File: src/rtl/alu_pkg.sv
// Shared ALU definitions: operation encodings and the multiply sequencer state type.
package alu_pkg;

    // ALU operation encodings
    localparam logic [3:0] ALU_AND = 4'b0000;
    localparam logic [3:0] ALU_OR  = 4'b0001;
    localparam logic [3:0] ALU_ADD = 4'b0010;
    localparam logic [3:0] ALU_XOR = 4'b0011;
    localparam logic [3:0] ALU_SUB = 4'b0100;
    localparam logic [3:0] ALU_SLT = 4'b0101;
    localparam logic [3:0] ALU_SLL = 4'b0110;
    localparam logic [3:0] ALU_SRL = 4'b0111;
    localparam logic [3:0] ALU_EQ  = 4'b1000;
    localparam logic [3:0] ALU_SRA = 4'b1001;
    localparam logic [3:0] ALU_BGE = 4'b1010;
    localparam logic [3:0] ALU_BNE = 4'b1011;

    // Shift-and-add multiply sequencer states
    typedef enum logic [1:0] {
        IDLE,
        ADD,
        SHIFT,
        DONE
    } mul_state_t;

endpackage

File: src/rtl/alu_mul_sequencer.sv
// Multi-cycle low-word multiplier that borrows the shared ALU for shift-and-add.
// One ADD/SHIFT pair per multiplier bit; the parent muxes ALU inputs on busy.
module alu_mul_sequencer
    import alu_pkg::*;
#(
    parameter int DATA_WIDTH    = 32,
    parameter int OPCODE_LENGTH = 4,
    parameter bit EARLY_EXIT    = 1'b0
) (
    input  logic                     clk,
    input  logic                     reset,
    input  logic                     start,
    input  logic [DATA_WIDTH-1:0]    op_a,
    input  logic [DATA_WIDTH-1:0]    op_b,
    output logic                     busy,
    output logic                     done,
    output logic [DATA_WIDTH-1:0]    product,
    output logic [DATA_WIDTH-1:0]    alu_src_a,
    output logic [DATA_WIDTH-1:0]    alu_src_b,
    output logic [OPCODE_LENGTH-1:0] alu_op,
    input  logic [DATA_WIDTH-1:0]    alu_result
);

    localparam int CNT_W = $clog2(DATA_WIDTH) + 1;
    localparam logic [CNT_W-1:0] CNT_LAST = CNT_W'(DATA_WIDTH - 1);

    mul_state_t            state_q, state_d;
    logic [DATA_WIDTH-1:0] acc_q, acc_d;
    logic [DATA_WIDTH-1:0] mcand_q, mcand_d;
    logic [DATA_WIDTH-1:0] mplr_q, mplr_d;
    logic [CNT_W-1:0]      cnt_q, cnt_d;
    logic [DATA_WIDTH-1:0] product_q, product_d;

    // State and datapath registers; reset aborts any operation in flight
    always_ff @(posedge clk or posedge reset) begin
        if (reset) begin
            state_q   <= IDLE;
            acc_q     <= '0;
            mcand_q   <= '0;
            mplr_q    <= '0;
            cnt_q     <= '0;
            product_q <= '0;
        end else begin
            state_q   <= state_d;
            acc_q     <= acc_d;
            mcand_q   <= mcand_d;
            mplr_q    <= mplr_d;
            cnt_q     <= cnt_d;
            product_q <= product_d;
        end
    end

    // Next-state logic and ALU drive for each phase of the shift-and-add loop
    always_comb begin
        state_d   = state_q;
        acc_d     = acc_q;
        mcand_d   = mcand_q;
        mplr_d    = mplr_q;
        cnt_d     = cnt_q;
        product_d = product_q;
        alu_op    = OPCODE_LENGTH'(ALU_AND);
        alu_src_a = '0;
        alu_src_b = '0;

        unique case (state_q)
            IDLE: begin
                if (start) begin
                    acc_d   = '0;
                    mcand_d = op_a;
                    mplr_d  = op_b;
                    cnt_d   = '0;
                    state_d = ADD;
                end
            end
            ADD: begin
                alu_op    = OPCODE_LENGTH'(ALU_ADD);
                alu_src_a = acc_q;
                alu_src_b = mcand_q;
                if (mplr_q[0]) begin
                    acc_d = alu_result;
                end
                state_d = SHIFT;
            end
            SHIFT: begin
                alu_op    = OPCODE_LENGTH'(ALU_SLL);
                alu_src_a = mcand_q;
                alu_src_b = DATA_WIDTH'(1);
                mcand_d   = alu_result;
                // Multiplier shifts locally; the ALU is busy doubling the multiplicand
                mplr_d    = mplr_q >> 1;
                cnt_d     = cnt_q + CNT_W'(1);
                if ((cnt_q == CNT_LAST) || (EARLY_EXIT && (mplr_d == '0))) begin
                    // acc is final here: the last ADD already committed
                    product_d = acc_q;
                    state_d   = DONE;
                end else begin
                    state_d = ADD;
                end
            end
            DONE: begin
                state_d = IDLE;
            end
            default: begin
                state_d = IDLE;
            end
        endcase
    end

    assign busy    = (state_q != IDLE);
    assign done    = (state_q == DONE);
    assign product = product_q;

endmodule
File: config.mk
export PLATFORM = sky130hd
export DESIGN_NAME = alu_mul_sequencer
export DESIGN_NICKNAME = d
export VERILOG_FILES = /design/src/rtl/alu_pkg.sv /design/src/rtl/alu_mul_sequencer.sv
export SDC_FILE = /design/constraint.sdc
export NUM_CORES = 1
export LEC_CHECK = 0
export BUFFER_PORTS_ARGS = -buffer_cell sky130_fd_sc_hd__buf_4
export CORE_UTILIZATION = 46
export DETAILED_ROUTE_END_ITERATION = 7
export GPL_ROUTABILITY_DRIVEN = 0
export PLACE_DENSITY = 0.76
export SYNTH_ARGS = -nofsm -noshare
export SYNTH_HDL_FRONTEND = slang
export SYNTH_SLANG_ARGS = --single-unit
File: constraint.sdc
create_clock -name clk -period 3.45 [get_ports clk]
set_input_delay 0.1725 -clock clk [delete_from_list [all_inputs] [get_ports clk]]
set_output_delay 0.1725 -clock clk [all_outputs]
set_load 0.02 [all_outputs]
==> impl_metrics.env, run 1 <==
export IMPL_crit_chain="inv_1 > ha_1 > buf_4 > and2_1 > buf_4 > a22o_1 > buf_4"
export IMPL_fin_skew_ns=0.00613
export IMPL_cts_htree_levels=4
export IMPL_p_per_area_mw_per_mm2=876
export IMPL_cp_slowest_cell="dfrtp_1"
export IMPL_maxCapViolations=0
export IMPL_yosys_area_top_type="dfrtp_1"
export IMPL_r2r_cells=6
export IMPL_ioPinCount=201
export IMPL_grt_max_degree=139
export IMPL_place_hpwl_mm=11.2
export IMPL_dieArea_mm2=0.0143
export IMPL_ant_nets=0
export IMPL_crit_path_start="state_q[0]"
export IMPL_post_cts_resized=0
export IMPL_timing_rr_start="state_q[0]"
export IMPL_placed_area_mm2=0.00802
export IMPL_cp_depth=7
export IMPL_synth_area_leaders="dfrtp_1 53%, mux2i_1 10%, a22o_1 8.6%"
export IMPL_syn_inst=553
export IMPL_start_util_pct=47.6
export IMPL_cts_buffers=17
export IMPL_total_power_mw=7.88
export IMPL_period_needed_ns=2.83
export IMPL_fin_setup_tns_ns=0
export IMPL_status="finished, violations left"
export IMPL_crit_required_ns=3.28
export IMPL_final_common_cell="buf_4"
export IMPL_cp_top_family="buffers and inverters"
export IMPL_syn_avg_cell_area_um2=11.5
export IMPL_drive_gt1_share_pct=35.2
export IMPL_min_path_type="input pin to async pin"
export IMPL_cts_root_buffer_cell="clkbuf_16"
export IMPL_slowest_delay_ns=0.43
export IMPL_coreArea_mm2=0.0134
export IMPL_grt_first_pass_wirelength_mm=27.9
export IMPL_syn2layout_area_growth_pct=41.1
export IMPL_first_pass_iters=4
export IMPL_wl_mm=17.3
export IMPL_portBuffers=198
export IMPL_yosysSeqAreaShare_pct=53.3
export IMPL_track_usage_pct=25.2
export IMPL_die_height_um=120
export IMPL_crit_fanout=34
export IMPL_diodes=0
export IMPL_wire_per_inst_um=18.2
export IMPL_cts_tree="yes"
export IMPL_ys_ff_latch=136
export IMPL_arrival_ns=2.65
export IMPL_worst_path_buf_inv=4
export IMPL_die_x_um=120
export IMPL_yosys_area_top_type_share_pct=53.3
export IMPL_rsz0062_at_grt="false"
export IMPL_synth_cell_types=33
export IMPL_cts_setup_buffers=0
export IMPL_yosys_warnings=0
export IMPL_finalSetupViolCount=0
export IMPL_clk_latency_ns=0.41
export IMPL_cts_clk_slew_worst_paths_ns=0.06
export IMPL_final_area_mm2=0.00900
export IMPL_drc=0
export IMPL_ctsLongestPathBuffers=2
export IMPL_path_common_cell="buf_4"
export IMPL_vias=5258
export IMPL_hold_viol=20
export IMPL_ir_drop_mv=0.825
export IMPL_fin_nets=867
export IMPL_rows=42
export IMPL_fillers=1020
export IMPL_syn_area_mm2=0.00638
export IMPL_finalMaxSlewViolations=0
export IMPL_grt_ovfl_total=0
export IMPL_clock_sinks=136
export IMPL_startpoint_type="flop"
export IMPL_p_leak_nw=4.60
export IMPL_tightest_slew_ns=0.812
export IMPL_drt_iter0_markers=371
export IMPL_timing_slew_headroom_pct=45.8
export IMPL_antenna_found_initial=0
export IMPL_final_cell_mix="205 x buf_4, 136 x dfrtp_1, 70 x nand2_1, 63 x mux2i_1, 63 x a22o_1"
export IMPL_finalHoldWorstSlack_ns=-0.0412
export IMPL_grt_pass1_vias=5456
export IMPL_finalCritPeriodShare_pct=81.9
export IMPL_violations="hold timing"
export IMPL_worst_setup_path_type="flop to primary output"
export IMPL_fmax_mhz=354
export IMPL_end_kind="primary output"
export IMPL_vias_per_cell=5.53
per-stage QoR:
step                      instances  setup WS (ns)  util (%)
after global routing            951          0.501      67.2
final                           951          0.625      67.2
after CTS                       951          0.630      67.2
after floorplan                 554           1.34         -
after global placement          889          0.948      59.8
after detailed placement        889          0.893      59.8
synth_stat cells:
library cell,instances
mux2_4,29
buf_4,2
nand3_1,2
o211ai_1,1
or4_1,2
o31ai_1,1
a21o_1,1
nand2_1,70
a31oi_1,1
mux2_2,1
clkbuf_1,32
buf_6,3
buf_2,13
o22a_1,1
dfrtp_1,136
nand3b_1,1
or4b_1,1
inv_1,6
o21ai_1,16
mux2_1,3
conb_1,1
a22o_1,63
o21ai_0,52
a22oi_1,1
nand2b_1,3
a21oi_1,3
ha_1,6
o311ai_1,1
and3_1,32
nor2b_1,2
a32o_1,1
mux2i_1,64
and2_1,2
tightest hold or removal path: cells and delay by family:
kind,cells,cell delay (ns)
buffers and inverters,3,0.70
final cells by class:
cell class | count | area [µm²] | share of cell area (%)
inverter | 6 | 26.3 | 0.292
multi-input combinational | 362 | 2750 | 30.6
tap | 176 | 220 | 2.45
sequential | 136 | 3400 | 37.8
timing repair buffer | 239 | 1920 | 21.3
clock inverter | 13 | 249 | 2.77
clock buffer | 19 | 433 | 4.81
power breakdown:
group | internal, mW | switching [mW] | total, mW
clock | 1.43 | 0.668 | 2.09
combinational | 1.33 | 1.92 | 3.25
sequential | 2.15 | 0.389 | 2.54
total | 4.90 | 2.98 | 7.88
registers in the layout (all words and copies together), names as in the netlist:
signal and cells:
acc_q 32, cnt_q 6, mcand_q 32, mplr_q 32
product 32, state_q 2
cells by family after synthesis:
kind of cell,count (synthesis),share of synthesized area [%]
AND/OR/NAND/NOR,115,8.61
multiplexers,97,17.6
flip-flops,136,53.3
AO/OA/AOI/OAI,142,15.2
adder cells (fa/ha/maj),6,1.18
buffers and inverters,56,4.02
other,1,0.0588
path summary, 6_finish.rpt:
path	endpoint	slack (ns)
max reg2reg	cnt_q[3]	0.86
max	alu_src_a[16]	0.62
min reg2reg	mplr_q[23]	0.48
min in group clk	mplr_q[31]	0.02
max in group asynchronous	mcand_q[10]	2.94
min	mcand_q[24]	-0.04
routing by layer:
layer	share of wire, %	global-route usage, %
met1	41	30.6
met2	49	41.5
met3	7.4	7.32
met4	2.9	11.4
met5	0	0
what timing repair did:
item,CTS,global route
hold endpoints to repair,30,0
endpoints found under the setup margin,0,0
hold buffers,30,0
No activity file was read; power rests on OpenSTA's default activity.
==> run 2, diff against run 1 <==
CORE_UTILIZATION = 50   (was 46)
PLACE_DENSITY = 0.78   (was 0.76)
clock period = 2.76 ns   (was 3.45 ns; I/O delays follow)
==> impl_metrics.env, run 2 (same netlist as run 1, synthesis figures left out) <==
export IMPL_drc=0
export IMPL_first_pass_iters=4
export IMPL_start_util_pct=52.2
export IMPL_cts_root_buffer_cell="clkbuf_16"
export IMPL_setup_ws_ns=0.124
export IMPL_place_hpwl_mm=11.4
export IMPL_ir_drop_mv=0.564
export IMPL_ctsLongestPathBuffers=2
export IMPL_die_height_um=115
export IMPL_pwr_share_seq_pct=32.6
export IMPL_p_leak_nw=4.68
export IMPL_clockPowerShare_pct=25.4
export IMPL_end_kind="primary output"
export IMPL_finalHoldWorstSlack_ns=0.0140
export IMPL_rsz0062_at_grt="false"
export IMPL_track_usage_pct=28.6
export IMPL_cts_clk_slew_worst_paths_ns=0.06
export IMPL_crit_required_ns=2.62
export IMPL_swShare_pct=38.4
export IMPL_slowest_delay_ns=0.48
export IMPL_switching_power_mw=3.75
export IMPL_die_x_um=115
export IMPL_ioPinCount=201
export IMPL_fin_setup_tns_ns=0
export IMPL_p_per_area_mw_per_mm2=1060
export IMPL_diodes=0
export IMPL_dp_cells=885
export IMPL_cts_buffers=17
export IMPL_final_common_cell="buf_4"
export IMPL_timing_slew_headroom_pct=44.9
export IMPL_fin_util_pct=75.2
export IMPL_drt_iter0_markers=384
export IMPL_fin_nets=893
export IMPL_crit_fanout=18
export IMPL_grt_first_pass_wirelength_mm=28.6
export IMPL_clk_latency_ns=0.42
export IMPL_arrival_ns=2.50
export IMPL_portBuffers=198
export IMPL_coreArea_mm2=0.0122
export IMPL_syn2layout_area_growth_pct=43.9
export IMPL_final_area_mm2=0.00918
export IMPL_period_needed_ns=2.64
export IMPL_grt_max_degree=137
export IMPL_comb_power_share_pct=42.0
export IMPL_cp_slowest_cell="dfrtp_1"
export IMPL_maxCapViolations=0
export IMPL_wl_mm=17.8
export IMPL_hold_viol=0
export IMPL_min_path_type="input pin to flop"
export IMPL_placed_area_mm2=0.00800
export IMPL_status="completed"
export IMPL_drive_gt1_share_pct=35.1
export IMPL_pre_cts_ws_ns=0.297
export IMPL_grt_pass1_vias=5532
export IMPL_cts_tree="yes"
export IMPL_tightest_slew_ns=0.826
export IMPL_wire_per_inst_um=18.4
export IMPL_finalCritPeriodShare_pct=95.5
export IMPL_dieArea_mm2=0.0132
export IMPL_fmax_mhz=379
export IMPL_clock_sinks=136
export IMPL_cp_top_family="buffers and inverters"
export IMPL_finalMaxSlewViolations=0
export IMPL_vias=5310
export IMPL_vias_per_cell=5.48
export IMPL_antenna_found_initial=0
export IMPL_finalNonFillerCells=969
export IMPL_p_int_mw=6.02
export IMPL_fin_skew_ns=0.00710
export IMPL_path_common_cell="buf_4"
export IMPL_finalSetupViolCount=0
export IMPL_total_power_mw=9.76
export IMPL_final_cell_mix="212 x buf_4, 136 x dfrtp_1, 70 x nand2_1, 63 x mux2i_1, 63 x a22o_1"
export IMPL_rows=40
export IMPL_grt_ovfl_total=0
export IMPL_worst_setup_path_type="flop to primary output"
export IMPL_ant_nets=0
export IMPL_crit_chain="inv_1 > ha_1 > and2_2 > buf_4 > a22o_1 > buf_4"
export IMPL_cts_setup_buffers=0
export IMPL_worst_path_buf_inv=3
export IMPL_cts_htree_levels=4
export IMPL_startpoint_type="flop"
run 2: worst register-to-register path: stages (launching register included):
cell and delay (ns):
dfrtp_1 0.43, inv_1 0.16, ha_4 0.35, nand2_1 0.14
or4_2 0.64, buf_4 0.29, mux2_1 0.37
run 2: repair_timing:
item / in CTS / in global routing
gates resized for setup: 1 / 1
endpoints found under the setup margin: 18 / 22
hold buffers: 52 / 0
hold endpoints to repair: 187 / 0
run 2: worst paths after layout:
kind / slack [ns] / end / cells past startpoint / startpoint
setup / recovery: 0.12 / alu_src_a[8] / 6 / state_q[1]
hold / removal: 0.01 / mcand_q[3] / 3 / op_a[3]
setup reg to reg: 0.28 / product[28] / 6 / state_q[0]
hold reg to reg: 0.48 / mplr_q[23] / 2 / mplr_q[23]
max in group asynchronous: 1.70 / acc_q[18] / 4 / reset
min in group asynchronous: 0.44 / mcand_q[24] / 4 / reset
run 2: layout make-up:
type	count	area, µm²
tap	168	210
fill	849	3030
multi-input combinational	362	2750
clock buffer	19	453
inverter	6	26.3
sequential	136	3400
clock inverter	13	200
timing repair buffer	265	2130
run 2: per-layer routing:
metal	share of wire (%)	vias up	global-route usage, %
met4	2.0	0	10.7
met5	0	-	0
met2	49	214	47.6
met1	41	2604	35.1
li1	-	2458	-
met3	8.2	34	8.65
run 2: power groups by stage:
| stage | Combinational (mW) | Clock [mW] | Sequential, mW |
|---|---|---|---|
| floorplan | 2.76 | 0 | 3.03 |
| detailed placement | 4.02 | 0 | 3.20 |
| global route | 4.48 | 2.61 | 3.27 |
| finish | 4.10 | 2.48 | 3.19 |
| global placement | 3.89 | 0 | 3.16 |
| CTS | 4.10 | 2.52 | 3.18 |
==> run 3, diff against run 2 <==
--- a/config.mk
+++ b/config.mk
@@ -7,2 +7,3 @@
 export LEC_CHECK = 0
+export ABC_AREA = 1
 export BUFFER_PORTS_ARGS = -buffer_cell sky130_fd_sc_hd__buf_4
@@ -10,3 +11,2 @@
 export DETAILED_ROUTE_END_ITERATION = 7
-export GPL_ROUTABILITY_DRIVEN = 0
 export PLACE_DENSITY = 0.78
==> constraint.sdc (replaced) <==
create_clock -name clk -period 2.76 [get_ports clk]
set_input_delay 0.552 -clock clk [delete_from_list [all_inputs] [get_ports clk]]
set_output_delay 0.552 -clock clk [all_outputs]
set_load 0.02 [all_outputs]
==> impl_metrics.env, run 3 <==
export IMPL_final_common_cell="buf_4"
export IMPL_tightest_slew_ns=0.782
export IMPL_cts_clk_slew_worst_paths_ns=0.05
export IMPL_syn_avg_cell_area_um2=8.46
export IMPL_cts_root_buffer_cell="clkbuf_16"
export IMPL_first_pass_iters=5
export IMPL_cts_tree="yes"
export IMPL_ff2ff_setup_slack_ns=0.69
export IMPL_drive_gt1_share_pct=28.0
export IMPL_drc=0
export IMPL_rows=41
export IMPL_antenna_found_initial=0
export IMPL_fin_nets=1053
export IMPL_start_util_pct=51.5
export IMPL_end_kind="primary output"
export IMPL_grt_ovfl_total=0
export IMPL_portBuffers=198
export IMPL_arrival_ns=2.04
export IMPL_syn_inst=772
export IMPL_yosysMostFrequentCell="nand2_1"
export IMPL_ir_drop_mv=0.552
export IMPL_finalMaxSlewViolations=0
export IMPL_ant_nets=0
export IMPL_crit_fanout=17
export IMPL_maxCapViolations=0
export IMPL_clock_sinks=136
export IMPL_fmax_mhz=386
export IMPL_grt_first_pass_wirelength_mm=25.8
export IMPL_drt_iter0_markers=283
export IMPL_crit_path_start="state_q[0]"
export IMPL_p_leak_nw=4.35
export IMPL_p_per_area_mw_per_mm2=1110
export IMPL_coreArea_mm2=0.0127
export IMPL_synth_cell_types=27
export IMPL_vias_per_cell=5.09
export IMPL_post_cts_resized=0
export IMPL_diodes=0
export IMPL_r2r_cells=7
export IMPL_yosys_area_top_type="dfrtp_1"
export IMPL_final_cell_mix="208 x buf_4, 146 x nand2_1, 136 x dfrtp_1, 108 x inv_1, 71 x o21ai_0"
export IMPL_min_path_type="input pin to async pin"
export IMPL_timing_rr_start="state_q[0]"
export IMPL_wire_per_inst_um=14.6
export IMPL_hold_viol=0
export IMPL_fin_setup_tns_ns=0
export IMPL_async_reset_ff_share_pct=100
export IMPL_ctsLongestPathBuffers=2
export IMPL_wl_mm=16.5
export IMPL_synthTopCellsByCount="148 x nand2_1, 136 x dfrtp_1, 109 x inv_1, 71 x o21ai_0, 69 x nor2_1"
export IMPL_timing_slew_headroom_pct=47.9
export IMPL_worst_setup_path_type="flop to primary output"
export IMPL_synth_area_leaders="dfrtp_1 52%, nand2_1 8.5%, inv_1 6.3%"
export IMPL_startpoint_type="flop"
export IMPL_synth_ff_type="dfrtp_1"
export IMPL_die_x_um=116
export IMPL_synth_edff_count=0
export IMPL_clk_latency_ns=0.42
export IMPL_finalCritPeriodShare_pct=93.8
export IMPL_vias=5767
export IMPL_finalHoldWorstSlack_ns=0.278
export IMPL_r2r_end="mcand_q[12]"
export IMPL_ioPinCount=201
export IMPL_cts_hold_buffers=0
export IMPL_crit_required_ns=2.21
export IMPL_gp_congestion=0.798
export IMPL_yosysSeqAreaShare_pct=52.1
export IMPL_period_needed_ns=2.59
export IMPL_finalSetupViolCount=0
export IMPL_yosys_area_top_type_share_pct=52.1
export IMPL_endpoint="alu_src_a[29]"
export IMPL_rsz0062_at_grt="false"
export IMPL_status="completed"
export IMPL_grt_max_degree=137
export IMPL_cts_buffers=17
export IMPL_yosys_warnings=0
export IMPL_grt_pass1_vias=5227
export IMPL_cts_htree_levels=4
export IMPL_syn2layout_area_growth_pct=32.2
export IMPL_cts_setup_buffers=0
export IMPL_fin_skew_ns=0.00650
export IMPL_die_height_um=116
export IMPL_ys_ff_latch=136
export IMPL_place_hpwl_mm=11.4
export IMPL_syn_area_mm2=0.00653
export IMPL_track_usage_pct=25.3
export IMPL_dieArea_mm2=0.0135
## run 3: changes by cell type after synthesis, moves of 20 or more
| cell | before | now |
|---|---|---|
| o21ai_2 | 0 | 22 |
| inv_1 | 6 | 109 |
| o211ai_1 | 1 | 31 |
| clkbuf_1 | 32 | 12 |
| a22o_1 | 63 | 0 |
| and3_1 | 32 | 0 |
| nand3_1 | 2 | 41 |
| o22ai_1 | 0 | 31 |
| a31oi_1 | 1 | 32 |
| nand2_1 | 70 | 148 |
| nor2_1 | 0 | 69 |
| mux2i_1 | 64 | 0 |
| mux2_4 | 29 | 0 |
## run 3: power breakdown
group          switching (mW)  internal, mW
clock network           0.766          1.23
registers               0.244          2.68
logic                    3.01          1.64
## run 3: layout make-up
type / instances / area, µm²
fill: 1054 / 4040
sequential: 136 / 3400
multi-input combinational: 469 / 2410
timing repair buffer: 213 / 1660
clock buffer: 28 / 507
inverter: 111 / 420
tap: 172 / 215
clock inverter: 3 / 15.0
## run 3: metrics by stage
| step | utilization [%] | std cells | area [µm²] | setup slack, ns | power, mW |
|---|---|---|---|---|---|
| floorplan | - | 773 | 6540 | 0.515 | 6.12 |
| detailed placement | 64.0 | 1101 | 8110 | 0.593 | 7.63 |
| global route | 68.1 | 1132 | 8630 | 0.0138 | 10.3 |
| global placement | 64.0 | 1101 | 8110 | 0.632 | 7.51 |
| CTS | 68.1 | 1132 | 8630 | 0.156 | 9.65 |
| finish | 68.1 | 1132 | 8630 | 0.172 | 9.57 |
## run 3: cell families after synthesis
group | Yosys count | share of synthesized area (%)
buf+inv | 168 | 11.5
other cells | 1 | 0.0574
flops | 136 | 52.1
simple gates | 264 | 16.4
fa+ha+maj | 6 | 1.15
compound gates | 197 | 18.8
## run 3: how the worst min path moves through the flow
stage          slack (ns)        start  depth (start not counted)           to
2_1_floorplan        0.49     cnt_q[1]                          2     cnt_q[1]
6_report             0.28        reset                          3   mplr_q[29]
5_1_grt              0.38     op_b[19]                          3   mplr_q[19]
3_5_place_dp         0.47   product[0]                          2   product[0]
3_3_place_gp         0.47  product[30]                          2  product[30]
4_1_cts              0.37     op_b[31]                          3   mplr_q[31]
## run 3: routing by layer
layer | global-route usage, % | share of wire [%] | wire length, µm
met1 | 32.5 | 43 | 7070
met5 | 0 | 0 | 0
met3 | 6.07 | 6.8 | 1120
met2 | 40.8 | 48 | 7870
met4 | 11.5 | 2.5 | 410
## run 3: critical path, cell delays in order, from the launching register on
cell and delay (ns):
dfrtp_1 0.38, inv_1 0.14, ha_1 0.39, nand2_1 0.11, buf_4 0.22, o22ai_1 0.20, buf_4 0.17
